==> src/rtl/hazard_scoreboard.sv <==
// Hazard, forwarding and flush controller for the 5-stage core.
// Tracks a shadow pipeline of instruction tags (EX, MEM, WB) fed from ID.
module hazard_scoreboard #(
  parameter int unsigned REG_ADDR_W = 5,
  parameter bit          FWD_EN     = 1'b1,
  parameter int unsigned CNT_W      = 32
) (
  input  logic                  clk,
  input  logic                  rst,
  input  logic                  id_valid,
  input  logic [REG_ADDR_W-1:0] id_rs1,
  input  logic [REG_ADDR_W-1:0] id_rs2,
  input  logic                  id_uses_rs1,
  input  logic                  id_uses_rs2,
  input  logic [REG_ADDR_W-1:0] id_rd,
  input  logic                  id_reg_write,
  input  logic                  id_mem_read,
  input  logic                  ex_branch_taken,
  output logic                  stall,
  output logic                  flush_ifid,
  output logic                  flush_idex,
  output logic [1:0]            fwd_a,
  output logic [1:0]            fwd_b,
  output logic                  id_wb_bypass_rs1,
  output logic                  id_wb_bypass_rs2,
  output logic [CNT_W-1:0]      stall_count,
  output logic [CNT_W-1:0]      flush_count,
  output logic [CNT_W-1:0]      retire_count
);

  localparam logic [1:0] SEL_RF  = 2'b00;
  localparam logic [1:0] SEL_MEM = 2'b10;
  localparam logic [1:0] SEL_WB  = 2'b01;

  // Later slots only keep the fields their consumers still look at.
  typedef struct packed {
    logic                  valid;
    logic [REG_ADDR_W-1:0] rs1;
    logic [REG_ADDR_W-1:0] rs2;
    logic                  uses_rs1;
    logic                  uses_rs2;
    logic [REG_ADDR_W-1:0] rd;
    logic                  reg_write;
    logic                  mem_read;
  } ex_tag_t;

  typedef struct packed {
    logic                  valid;
    logic [REG_ADDR_W-1:0] rd;
    logic                  reg_write;
    logic                  mem_read;
  } mem_tag_t;

  typedef struct packed {
    logic                  valid;
    logic [REG_ADDR_W-1:0] rd;
    logic                  reg_write;
  } wb_tag_t;

  ex_tag_t  ex_t;
  mem_tag_t mem_t;
  wb_tag_t  wb_t;
  ex_tag_t  id_tag;

  logic ex_hit;
  logic mem_hit;
  logic stall_cond;
  logic bubble;

  // A producer slot matches a register; x0 never matches.
  function automatic logic slot_hit(
    input logic                  valid,
    input logic                  reg_write,
    input logic [REG_ADDR_W-1:0] rd,
    input logic [REG_ADDR_W-1:0] r
  );
    return valid && reg_write && (rd == r) && (r != '0);
  endfunction

  // EX operand select; a load still in MEM has no data to forward yet.
  function automatic logic [1:0] fwd_sel(
    input logic                  uses,
    input logic [REG_ADDR_W-1:0] r,
    input mem_tag_t              m,
    input wb_tag_t               w
  );
    logic [1:0] sel;
    sel = SEL_RF;
    if (FWD_EN && uses) begin
      if (slot_hit(m.valid, m.reg_write, m.rd, r) && !m.mem_read) begin
        sel = SEL_MEM;
      end else if (slot_hit(w.valid, w.reg_write, w.rd, r)) begin
        sel = SEL_WB;
      end
    end
    return sel;
  endfunction

  always_comb begin
    id_tag           = '0;
    id_tag.valid     = 1'b1;
    id_tag.rs1       = id_rs1;
    id_tag.rs2       = id_rs2;
    id_tag.uses_rs1  = id_uses_rs1;
    id_tag.uses_rs2  = id_uses_rs2;
    id_tag.rd        = id_rd;
    id_tag.reg_write = id_reg_write;
    id_tag.mem_read  = id_mem_read;
  end

  // Does the ID instruction read a register produced by EX or MEM.
  always_comb begin
    ex_hit  = 1'b0;
    mem_hit = 1'b0;
    if (id_valid) begin
      ex_hit  = (id_uses_rs1 && slot_hit(ex_t.valid, ex_t.reg_write, ex_t.rd, id_rs1)) ||
                (id_uses_rs2 && slot_hit(ex_t.valid, ex_t.reg_write, ex_t.rd, id_rs2));
      mem_hit = (id_uses_rs1 && slot_hit(mem_t.valid, mem_t.reg_write, mem_t.rd, id_rs1)) ||
                (id_uses_rs2 && slot_hit(mem_t.valid, mem_t.reg_write, mem_t.rd, id_rs2));
    end
  end

  always_comb begin
    stall_cond = 1'b0;
    if (FWD_EN) begin
      stall_cond = ex_t.mem_read && ex_hit;
    end else begin
      stall_cond = ex_hit || mem_hit;
    end
  end

  // A taken branch squashes ID anyway, so it overrides any stall.
  assign stall      = stall_cond && !ex_branch_taken;
  assign flush_ifid = ex_branch_taken;
  assign flush_idex = ex_branch_taken;
  assign bubble     = ex_branch_taken || stall || !id_valid;

  assign fwd_a = fwd_sel(ex_t.valid && ex_t.uses_rs1, ex_t.rs1, mem_t, wb_t);
  assign fwd_b = fwd_sel(ex_t.valid && ex_t.uses_rs2, ex_t.rs2, mem_t, wb_t);

  assign id_wb_bypass_rs1 = id_uses_rs1 && slot_hit(wb_t.valid, wb_t.reg_write, wb_t.rd, id_rs1);
  assign id_wb_bypass_rs2 = id_uses_rs2 && slot_hit(wb_t.valid, wb_t.reg_write, wb_t.rd, id_rs2);

  // Shadow pipeline advance; only the ID->EX step can take a bubble.
  always_ff @(posedge clk) begin
    if (rst) begin
      ex_t  <= '0;
      mem_t <= '0;
      wb_t  <= '0;
    end else begin
      ex_t            <= bubble ? '0 : id_tag;
      mem_t.valid     <= ex_t.valid;
      mem_t.rd        <= ex_t.rd;
      mem_t.reg_write <= ex_t.reg_write;
      mem_t.mem_read  <= ex_t.mem_read;
      wb_t.valid      <= mem_t.valid;
      wb_t.rd         <= mem_t.rd;
      wb_t.reg_write  <= mem_t.reg_write;
    end
  end

  // Saturating performance counters.
  always_ff @(posedge clk) begin
    if (rst) begin
      stall_count  <= '0;
      flush_count  <= '0;
      retire_count <= '0;
    end else begin
      if (stall && (stall_count != '1)) begin
        stall_count <= stall_count + CNT_W'(1);
      end
      if (ex_branch_taken && (flush_count != '1)) begin
        flush_count <= flush_count + CNT_W'(1);
      end
      if (wb_t.valid && (retire_count != '1)) begin
        retire_count <= retire_count + CNT_W'(1);
      end
    end
  end

endmodule
==> config.mk <==
export PLATFORM = sky130hd
export DESIGN_NAME = hazard_scoreboard
export DESIGN_NICKNAME = d
export VERILOG_FILES = /design/src/rtl/hazard_scoreboard.sv
export SDC_FILE = /design/constraint.sdc
export NUM_CORES = 1
export LEC_CHECK = 0
export BUFFER_PORTS_ARGS = -buffer_cell sky130_fd_sc_hd__buf_2
export CAP_MARGIN = 5
export CORE_ASPECT_RATIO = 1.5
export CORE_MARGIN = 2
export CORE_UTILIZATION = 50
export DETAILED_ROUTE_END_ITERATION = 8
export PLACE_DENSITY_LB_ADDON = 0.3
export SYNTH_ARGS = -nofsm -noshare
export SYNTH_HDL_FRONTEND = slang
export SYNTH_SLANG_ARGS = --single-unit
export TNS_END_PERCENT = 50
==> constraint.sdc <==
create_clock -name clk -period 2.57 [get_ports clk]
set_clock_uncertainty 0.2 [all_clocks]
set_input_delay 0.1285 -clock clk [delete_from_list [all_inputs] [get_ports clk]]
set_output_delay 0.1285 -clock clk [all_outputs]
set_load 0.05 [all_outputs]
==> results by group <==
Outcome
  • Status: finished, final reports clean

Placed design
  • I/O Buffers: 127
  • Pre-CTS setup slack: 0.196 ns
  • Hpwl dp: 11,800 µm
  • Placer's final routability congestion estimate: 0.936

Timing
  • RSZ-0062 raised after global routing: true
  • Fmax: 0.395 GHz
  • Final period util: 98.5%
  • Max-slew headroom: 58.9%
  • Worst Tran Pin Value: 0.611 ns
  • Minimum clock period: 2.53 ns
  • Setup tns final: 0 ns
  • Final Slew Violations: 0
  • Worst hold slack: 0.0861 ns
  • Post-layout worst setup margin: 0.0379 ns
  • Final Setup Violations: 0
  • Hold Fails Final Rpt: 0

Power and ir drop
  • VDD IR max: 441 µV
  • P per Cell Area: 572 mW/mm²
  • Leak pwr: 3.17 nW

Route
  • Detailed Routing Iterations Pass 1: 6
  • Vias: 6,076
  • DRT iter0 DRCs: 349
  • DR DRC count: 0
  • Wire length per cell: 15.7 µm
  • Vias per cell: 5.77
  • WL final: 16,600 µm
  • Antenna Nets Post-Route: 0

Job
  • Max_cap viols: 0

Logic synthesis
  • Number of unique standard cell types used by synthesis: 51
  • Seq/Total Area, Yosys: 41.2%
  • Ys flop type: dfxtp_1
  • Post-synth EDFFs: 0
  • Mean Syn Cell Area: 8.71 µm²
  • Post-Synthesis Cells: 732
  • Asr flop ratio synth: 0%
  • FF+latch count, synth: 131
  • Synthesized area: 0.00637 mm²
  • Syn nets: 758
  • YS warnings: 0

Setup path
  • Critical path, cell by cell: dlygate4sd3_1, buf_2, or4_1, o21ai_2, nor4_2, o21ai_2, buf_12, inv_4, clkbuf_4
  • CP Class: in2out
  • Max FO, Critical Path: 10
  • CP max stage delay: 0.53 ns
  • Slowest cell on the critical path: dlygate4sd3_1
  • Nature of the critical path startpoint: input port
  • Nature of the critical path endpoint: output port
  • WP data required: 2.24 ns
  • Top cell by count, worst path: o21ai_2
  • Worst EP arrival: 2.20 ns

Die
  • Die area: 0.0137 mm²
  • Die H: 142 µm
  • Row count: 50
  • Core box area: 0.0124 mm²
  • Die X: 96.2 µm
  • Starting Density: 51.2%
  • # IOs: 128

Global route
  • Antenna violations before repair: 0
  • Global-route wire length before repair: 26,800 µm
  • Total track usage: 24.3%
  • Grt ovf: 0
  • Largest net degree at the start of global routing: 48
  • Number of global-route vias before repair: 5,797

CTS
  • Clock buffer count from CTS: 17
  • CTS tree: built
  • Clk_lat worst skew: 0.40 ns
  • Sink Count: 131
  • CTS root buf: clkbuf_16
  • Clock-pin slew on the worst setup and hold paths: 0.06 ns
  • H-tree depth: 4
  • CTS max path bufs: 2

Min path
  • HP Class: in2reg

Layout
  • Syn-to-layout area delta: 26.3%
  • Final net count: 910
  • Antenna cells: 0
  • Ratio of cells with drive above 1 in the final layout: 23.4%
[per-layer routing]
| metal | share of wire, % | global-route usage [%] |
|---|---|---|
| met5 | 0 | 0 |
| met4 | 2.1 | 8.95 |
| met3 | 6.1 | 5.35 |
| met2 | 52 | 42.9 |
| met1 | 40 | 28.0 |
[sequential cells by signal (all words and copies together) (netlist names)]
register	cells
flush_count	32
retire_count	32
mem_t	8
wb_t	7
stall_count	32
ex_t	20
[what timing repair did]
action                                 in CTS  in global routing
setup endpoints to repair                   0                  4
resized for setup                           0                  6
hold buffers                               21                  0
endpoints found under the hold margin      33                  0
buffers inserted                            0                  3
[worst max-delay path: cells and delay by family]
kind                   cells  cell delay [ns]
AO/OA/AOI/OAI              2             0.44
buffers and inverters      5             1.11
AND/OR/NAND/NOR            2             0.53
[cell families after synthesis]
family / Yosys count / share of synthesized area, %
buffers and inverters: 52 / 3.81
AND/OR/NAND/NOR: 353 / 31.6
multiplexers: 11 / 2.26
adder cells (fa/ha/maj): 3 / 0.589
flip-flops: 131 / 41.2
XOR/XNOR: 82 / 11.3
AO/OA/AOI/OAI: 100 / 9.35
[report_power, final]
part           leakage, nW  internal [mW]  switching, mW
Combinational         1.82         0.0784          0.105
Sequential            1.06           2.05         0.0185
Clock                0.288           1.39          0.961
[placed cells by master (no fill, tap or decap), types with 16 or more instances in the layout]
master | Yosys | layout
dfxtp_1 | 131 | 129
nand2_1 | 40 | 40
buf_4 | 3 | 19
or3_1 | 21 | 21
xor2_1 | 26 | 26
or4_1 | 21 | 21
clkbuf_16 | 0 | 19
buf_2 | 3 | 123
o21ai_0 | 18 | 18
a21oi_1 | 44 | 44
and2_1 | 21 | 21
nand4_1 | 36 | 36
o31ai_1 | 16 | 16
inv_1 | 17 | 17
and3_1 | 18 | 18
nand3_1 | 41 | 41
xnor2_1 | 56 | 56
nor2_1 | 77 | 77
nor2b_1 | 24 | 24
dlygate4sd3_1 | 0 | 21
[synthesized netlist by cell type (20+ instances only)]
| library cell | instances | area share (%) |
|---|---|---|
| nand3_1 | 41 | 3.2 |
| xor2_1 | 26 | 3.6 |
| nand2_1 | 40 | 2.4 |
| nor2b_1 | 24 | 2.4 |
| nand4_1 | 36 | 3.5 |
| xnor2_1 | 56 | 7.7 |
| a21oi_1 | 44 | 3.5 |
| or4_1 | 21 | 2.5 |
| nor2_1 | 77 | 4.5 |
| dfxtp_1 | 131 | 41 |
| and2_1 | 21 | 2.1 |
| or3_1 | 21 | 2.1 |
| clkbuf_1 | 20 | 1.2 |
[cell type report]
cell class	instances	area (µm²)
clock buffer	18	439
inverter	18	70.1
timing repair buffer	167	1050
multi-input combinational	549	3520
sequential	131	2630
fill	1061	4400
clock inverter	14	146
tap	156	195
[final timing paths]
path | startpoint | to | slack [ns] | cells after the start
min | id_valid | ex_t[19] | 0.09 | 2
max | id_rs1[4] | stall | 0.04 | 9
min reg2reg | mem_t[7] | wb_t[6] | 0.27 | 1
max reg2reg | ex_t[5] | stall_count[25] | 0.12 | 8
[through the flow]
stage | std cells | instance area (µm²) | util (%) | total power, mW
after floorplan | 732 | 6390 | - | 2.21
after global placement | 995 | 7170 | 57.6 | 2.26
after detailed placement | 995 | 7170 | 57.6 | 2.27
after CTS | 1048 | 7960 | 63.9 | 4.64
after global routing | 1053 | 8050 | 64.6 | 4.76
final | 1053 | 8050 | 64.6 | 4.60
Note: power is estimated with default switching activity, not from simulation.
